## config.mk

```make
export PLATFORM = sky130hd
export DESIGN_NAME = piso_serializer
export DESIGN_NICKNAME = d
export VERILOG_FILES = /design/src/rtl/piso_pkg.sv /design/src/rtl/piso_bit_counter.sv /design/src/rtl/piso_serializer.sv
export SDC_FILE = /design/constraint.sdc
export NUM_CORES = 1
export LEC_CHECK = 0
export ABC_AREA = 1
export ABC_CLOCK_PERIOD_IN_PS = 3600
export CAP_MARGIN = 20
export CORE_MARGIN = 10
export CORE_UTILIZATION = 35
export DETAILED_ROUTE_END_ITERATION = 8
export SYNTH_ARGS = -nofsm -noshare
export SYNTH_HDL_FRONTEND = slang
export SYNTH_SLANG_ARGS = --single-unit
```

## constraint.sdc

```tcl
create_clock -name clk -period 3.6 [get_ports clk]
set_input_delay 0.72 -clock clk [delete_from_list [all_inputs] [get_ports clk]]
set_output_delay 0.72 -clock clk [all_outputs]
set_load 0.02 [all_outputs]
```

## src/rtl/piso_pkg.sv

```systemverilog
// Shared types and limits for the parallel-in serial-out serializer.
package piso_pkg;

    typedef enum logic {
        IDLE  = 1'b0,
        SHIFT = 1'b1
    } piso_state_e;

    localparam int WIDTH_MIN = 2;
    localparam int WIDTH_MAX = 32;

endpackage

```

## src/rtl/piso_bit_counter.sv

```systemverilog
// Bit position counter for one serialized word; saturates at WIDTH-1.
module piso_bit_counter #(
    parameter int WIDTH = 8,
    parameter int CNT_W = $clog2(WIDTH)
) (
    input  logic             clk,
    input  logic             rst,
    input  logic             clear,
    input  logic             inc,
    output logic [CNT_W-1:0] bit_cnt,
    output logic             tc
);

    localparam logic [CNT_W-1:0] LAST = CNT_W'(WIDTH - 1);

    assign tc = (bit_cnt == LAST);

    always_ff @(posedge clk) begin
        if (rst || clear) begin
            bit_cnt <= '0;
        end else if (inc && !tc) begin
            bit_cnt <= bit_cnt + 1'b1;
        end
    end

endmodule

```

## src/rtl/piso_serializer.sv

```systemverilog
// Parallel-in serial-out serializer with valid/ready load side and framed serial output.
module piso_serializer
    import piso_pkg::*;
#(
    parameter int WIDTH     = 8,
    parameter bit MSB_FIRST = 1'b1
) (
    input  logic             clk,
    input  logic             rst,
    input  logic             load_valid,
    output logic             load_ready,
    input  logic [WIDTH-1:0] load_data,
    output logic             ser_out,
    output logic             ser_valid,
    output logic             frame_start,
    output logic             frame_end,
    output logic             busy
);

    localparam int CNT_W = $clog2(WIDTH);
    localparam logic [CNT_W-1:0] PENULT = CNT_W'(WIDTH - 2);

    generate
        if (WIDTH < WIDTH_MIN || WIDTH > WIDTH_MAX) begin : g_bad_width
            $error("piso_serializer: WIDTH out of range");
        end
    endgenerate

    piso_state_e      state;
    logic [WIDTH-1:0] sreg;
    logic [WIDTH-1:0] sreg_shifted;
    logic [CNT_W-1:0] bit_cnt;
    logic             cnt_tc;
    logic             cnt_clear;
    logic             cnt_inc;
    logic             last_bit;
    logic             accept;

    // The bit on the wire is always the "leading" end of sreg.
    function automatic logic lead_bit(input logic [WIDTH-1:0] w);
        return MSB_FIRST ? w[WIDTH-1] : w[0];
    endfunction

    assign last_bit     = (state == SHIFT) && cnt_tc;
    assign load_ready   = !rst && ((state == IDLE) || last_bit);
    assign accept       = load_valid && load_ready;
    assign cnt_clear    = accept || last_bit;
    assign cnt_inc      = (state == SHIFT) && !cnt_tc;
    assign sreg_shifted = MSB_FIRST ? (sreg << 1) : (sreg >> 1);

    piso_bit_counter #(
        .WIDTH (WIDTH),
        .CNT_W (CNT_W)
    ) u_bit_counter (
        .clk     (clk),
        .rst     (rst),
        .clear   (cnt_clear),
        .inc     (cnt_inc),
        .bit_cnt (bit_cnt),
        .tc      (cnt_tc)
    );

    always_ff @(posedge clk) begin
        if (rst) begin
            state       <= IDLE;
            sreg        <= '0;
            ser_out     <= 1'b0;
            ser_valid   <= 1'b0;
            frame_start <= 1'b0;
            frame_end   <= 1'b0;
            busy        <= 1'b0;
        end else if (accept) begin
            state       <= SHIFT;
            sreg        <= load_data;
            ser_out     <= lead_bit(load_data);
            ser_valid   <= 1'b1;
            frame_start <= 1'b1;
            frame_end   <= 1'b0;
            busy        <= 1'b1;
        end else if (cnt_inc) begin
            sreg        <= sreg_shifted;
            ser_out     <= lead_bit(sreg_shifted);
            frame_start <= 1'b0;
            frame_end   <= (bit_cnt == PENULT);
        end else begin
            // Idle, or last bit sent with no follow-on word.
            state       <= IDLE;
            sreg        <= '0;
            ser_out     <= 1'b0;
            ser_valid   <= 1'b0;
            frame_start <= 1'b0;
            frame_end   <= 1'b0;
            busy        <= 1'b0;
        end
    end

endmodule
```

After elaboration in Yosys (flattened, before gate mapping):

Index checks and enable logic that the tools add are counted.

* bitwise gates (word level): 2
* equality and inequality tests: 3
* add/subtract/negate cells: 1
* muxes and demuxes: 7
* reduce and logical (&&, ||, !) cells: 11

Operator list (number)
* two-way mux 7 bit: 2
* equality test 3 bit, second input constant: 2
* logical AND 1 bit: 5
* two-way mux 1 bit: 5
* adder 3 x 1 -> 3 bit, second input constant: 1
* logical OR 1 bit: 3
* OR reduction 3 bit: 1
* logical NOT 1 bit: 2
* inequality test 2 bit, second input constant: 1
* inverter 1 bit: 2

* register bits: 14
* input bits: 11
* word-level logic and storage cells: 30
* output and inout bits: 6

Longest topological paths before layout:

* depth in word-level cells: 7
* gate-level depth with buffers: 8
* mapped depth without buffers: 8

Modules after synthesis:

Synthesis repeated with hierarchy kept, for this count alone.

* cell total of the unflattened synthesis: 74
* area, all modules: 590.6 µm²

Modules (own cells, without submodules)
* piso_serializer: seq. area each 220.2 µm², instances 1, cells an instance 51, area each 431.7 µm²
* piso_bit_counter: seq. area each 60.1 µm², instances 1, cells an instance 23, area each 158.9 µm²

Worst setup path after synthesis:

No wires, ideal clock.

* path type: register to output
* start: reg u_bit_counter.bit_cnt[0]
* end: out load_ready
* path buffers: 0
* arrival: 1179 ps
* cell stages (with the launch flop): 7
* slack: 1701 ps
* required time: 2880 ps
* cells stage by stage: dfxtp_1 -> ha_1 -> ha_1 -> inv_1 -> nand2_2 -> inv_1 -> nor2_1

* word-level cells in the longest chain between the ends: 4

RTL lines
* start: declaration: RTL line piso_bit_counter.sv:10 `output logic [CNT_W-1:0] bit_cnt,`
* start signal: assignment: RTL line piso_bit_counter.sv:22 `bit_cnt <= bit_cnt + 1'b1;`
* equality test 3 bit: RTL line piso_bit_counter.sv:16 `assign tc = (bit_cnt == LAST);`
* logical AND 1 bit: RTL line piso_serializer.sv:44 `assign last_bit = (state == SHIFT) && cnt_tc;`
* logical OR 1 bit: RTL line piso_serializer.sv:45 `assign load_ready = !rst && ((state == IDLE) || last_bit);`
* logical AND 1 bit: RTL line piso_serializer.sv:45
* end: declaration: RTL line piso_serializer.sv:11 `output logic load_ready,`

No other way between the ends.

Worst setup path in the final report:

Ends and elaborated chain as after synthesis.

==> impl_metrics.yaml <==
synthesis:
  synth_top_family_by_area: "simple AND/OR/NAND/NOR gates"
  synthAdderAreaFrac: 0.06397
  synthMuxAreaShare: 0
  synth_simple_gate_area_frac: 0.3475
  yosysWarningCount: 0
  synth-seq-cells: 14
  synth_area_um2: 586.8
  synth-compound-area-share: 0.008529
  ys_types: 11
  synthCells: 78
  synth_fp_nets: 92
  yosysSeqAreaShare: 0.4776
  synth_xor_area_frac: 0
  syn_avg_cell_area_um2: 7.523
floorplan:
  die_area_mm2: 0.003714
  die_w_um: 60.95
  rows: 14
  num_io_pins: 17
  core-area_mm2: 0.001541
  die_h_um: 60.95
  start_util: 0.3807
clock_network:
  holdBufCountCts: 0
  post_cts_buffers: 0
  cts_root_buf: "clkbuf_4"
  cts.clk_slew.worst_paths_ns: 0.08
  postCtsResizedCells: 0
  clock_latency_ns: 0.28
  cts_buffers: 3
  cts_sinks: 14
  ctsHtreeMaxLevel: 1
  clock_path_buffers: 2
  cts_tree: "built"
drt:
  drt-pass1-iter-count: 2
  ant_nets: 0
  vias: 522
  post_drt_wl_per_cell_um: 10.48
  drt-total-wl_mm: 1.174
  route.detailed.drc: 0
  dr.first_iter.drc_count: 5
  via_per_inst: 4.661
place:
  hpwl_um: 929.4
  gp_congestion: 0.7028
  dp_cells: 108
  io_buffers: 16
  place_area_um2: 748.2
  pre_cts_slack_ns: 0.9279
global_routing:
  grt-ovfl-total: 0
  grt_usage: 0.06531
  grt_max_degree: 15
  antenna_found_initial: 0
  grt_pass1_wl_mm: 1.849
  grt_pass1_vias: 459
timing:
  max_freq_mhz: 344.5
  clock_skew_ns: 0.002351
  final_max_slew_viol_count: 0
  hold_viol: 0
  worstMarginPinSlew_ns: 0.4735
  relSlewSlack: 0.6832
  fin_ws_ns: 0.6971
  rsz0062_at_grt: "no"
  period_needed_ns: 2.903
  setup_violations: 0
  min_period_over_period: 0.8064
  holdWs_ns: 0.4505
  setup_tns_ns: 0
min_path:
  min_path_type: "flop to flop"
pwr:
  vdd_drop_max_v: 0.0001994
  p_total_mw: 0.3205
  p_leak_nw: 0.4076
  power_per_cell_area_mw_per_mm2: 408.5
layout:
  fin_cells: 112
  areaGrowthSynthToFinish_pct: 33.69
  nNetsFinal: 111
  antenna_cells: 0
  drive_above_1_share: 0.07292
  fin_util: 0.5089
  stdcell_area_um2: 784.5
setup_path:
  end_kind: "output pin"
  arrival_ns: 2.18
  cp_max_fo: 14
  slowest_delay_ns: 0.54
  crit_chain: "ha_1 -> ha_1 -> inv_1 -> nand2_2 -> inv_1 -> nor2_1 -> clkdlybuf4s50_1"
  critical_path_required_ns: 2.88
  critPathTopFamily: "buffers and inverters"
  r2r_slack_ns: 2.06
  cp_num_buf_inv: 3
  cp_slowest_cell: "clkdlybuf4s50_1"
  start_kind: "flop"
  path_class: "flop to output pin"
status:
  outcome: "completed"
run:
  max_cap_violations: 0
Yosys cell counts, drive strengths merged:
cell type	count	area, um2
dfxtp	14	280.3
nand3	18	90.09
nor2	6	22.52
inv	11	41.29
a21oi	1	5.000
buf	2	18.77
nand2	23	91.34
ha	3	37.54
worst reg2reg max path, stage by stage (launching register included):
cell and delay [ns]:
dfxtp_1 0.33, ha_1 0.20, ha_1 0.17, inv_1 0.14, nand2_2 0.20, inv_1 0.26, nand3_1 0.11, nand2_1 0.08
logic make-up (layout without fill, tap and decap cells):
kind of cell               Yosys count  count (layout)
AOI/OAI and AO/OA                    1               1
adders and majority gates            3               3
buffers and inverters               13              31
DFF                                 14              14
and+or+nand+nor                     47              47
power breakdown:
group          internal, mW  switching (mW)
Clock                0.0615          0.0508
Sequential            0.161         0.00386
Combinational        0.0213          0.0220
Total                 0.244          0.0766
worst paths after layout:
check / end / cells past startpoint / from
max: load_ready / 7 / u_bit_counter.bit_cnt[0]
min: ser_out / 2 / sreg[6]
max reg2reg: sreg[2] / 7 / u_bit_counter.bit_cnt[0]
min reg2reg: ser_out / 2 / sreg[6]
cells in the final DEF (no fill, tap or decap), drive strengths merged:
| cell | Yosys | routed |
|---|---|---|
| nand2 | 23 | 23 |
| nand3 | 18 | 18 |
| clkdlybuf4s50 | 0 | 16 |
| dfxtp | 14 | 14 |
| inv | 11 | 11 |
| nor2 | 6 | 6 |
| clkbuf | 0 | 4 |
| ha | 3 | 3 |
| a21oi | 1 | 1 |
area by class of cell:
class                   count  area, um2
well taps                  16      20.02
clock buffers               4      36.28
multi-input cells          51      246.5
flip-flops and latches     14      280.3
fillers                   162      757.0
repair buffers             16      160.2
inverters                  11      41.29
registers in the layout, indices dropped and copies added (netlist names):
| name | flops |
|---|---|
| sreg | 7 |
| u_bit_counter.bit_cnt | 3 |
| frame_end | 1 |
| frame_start | 1 |
| ser_out | 1 |
| state | 1 |
per-layer routing:
metal,vias up,part of all wire,global-route usage
met5,-,0,0
met4,0,0,0.01881
met3,0,0.12,0.04593
met2,15,0.43,0.1019
met1,230,0.45,0.06949
li1,277,-,-
No activity file was read; power rests on OpenSTA's default activity.
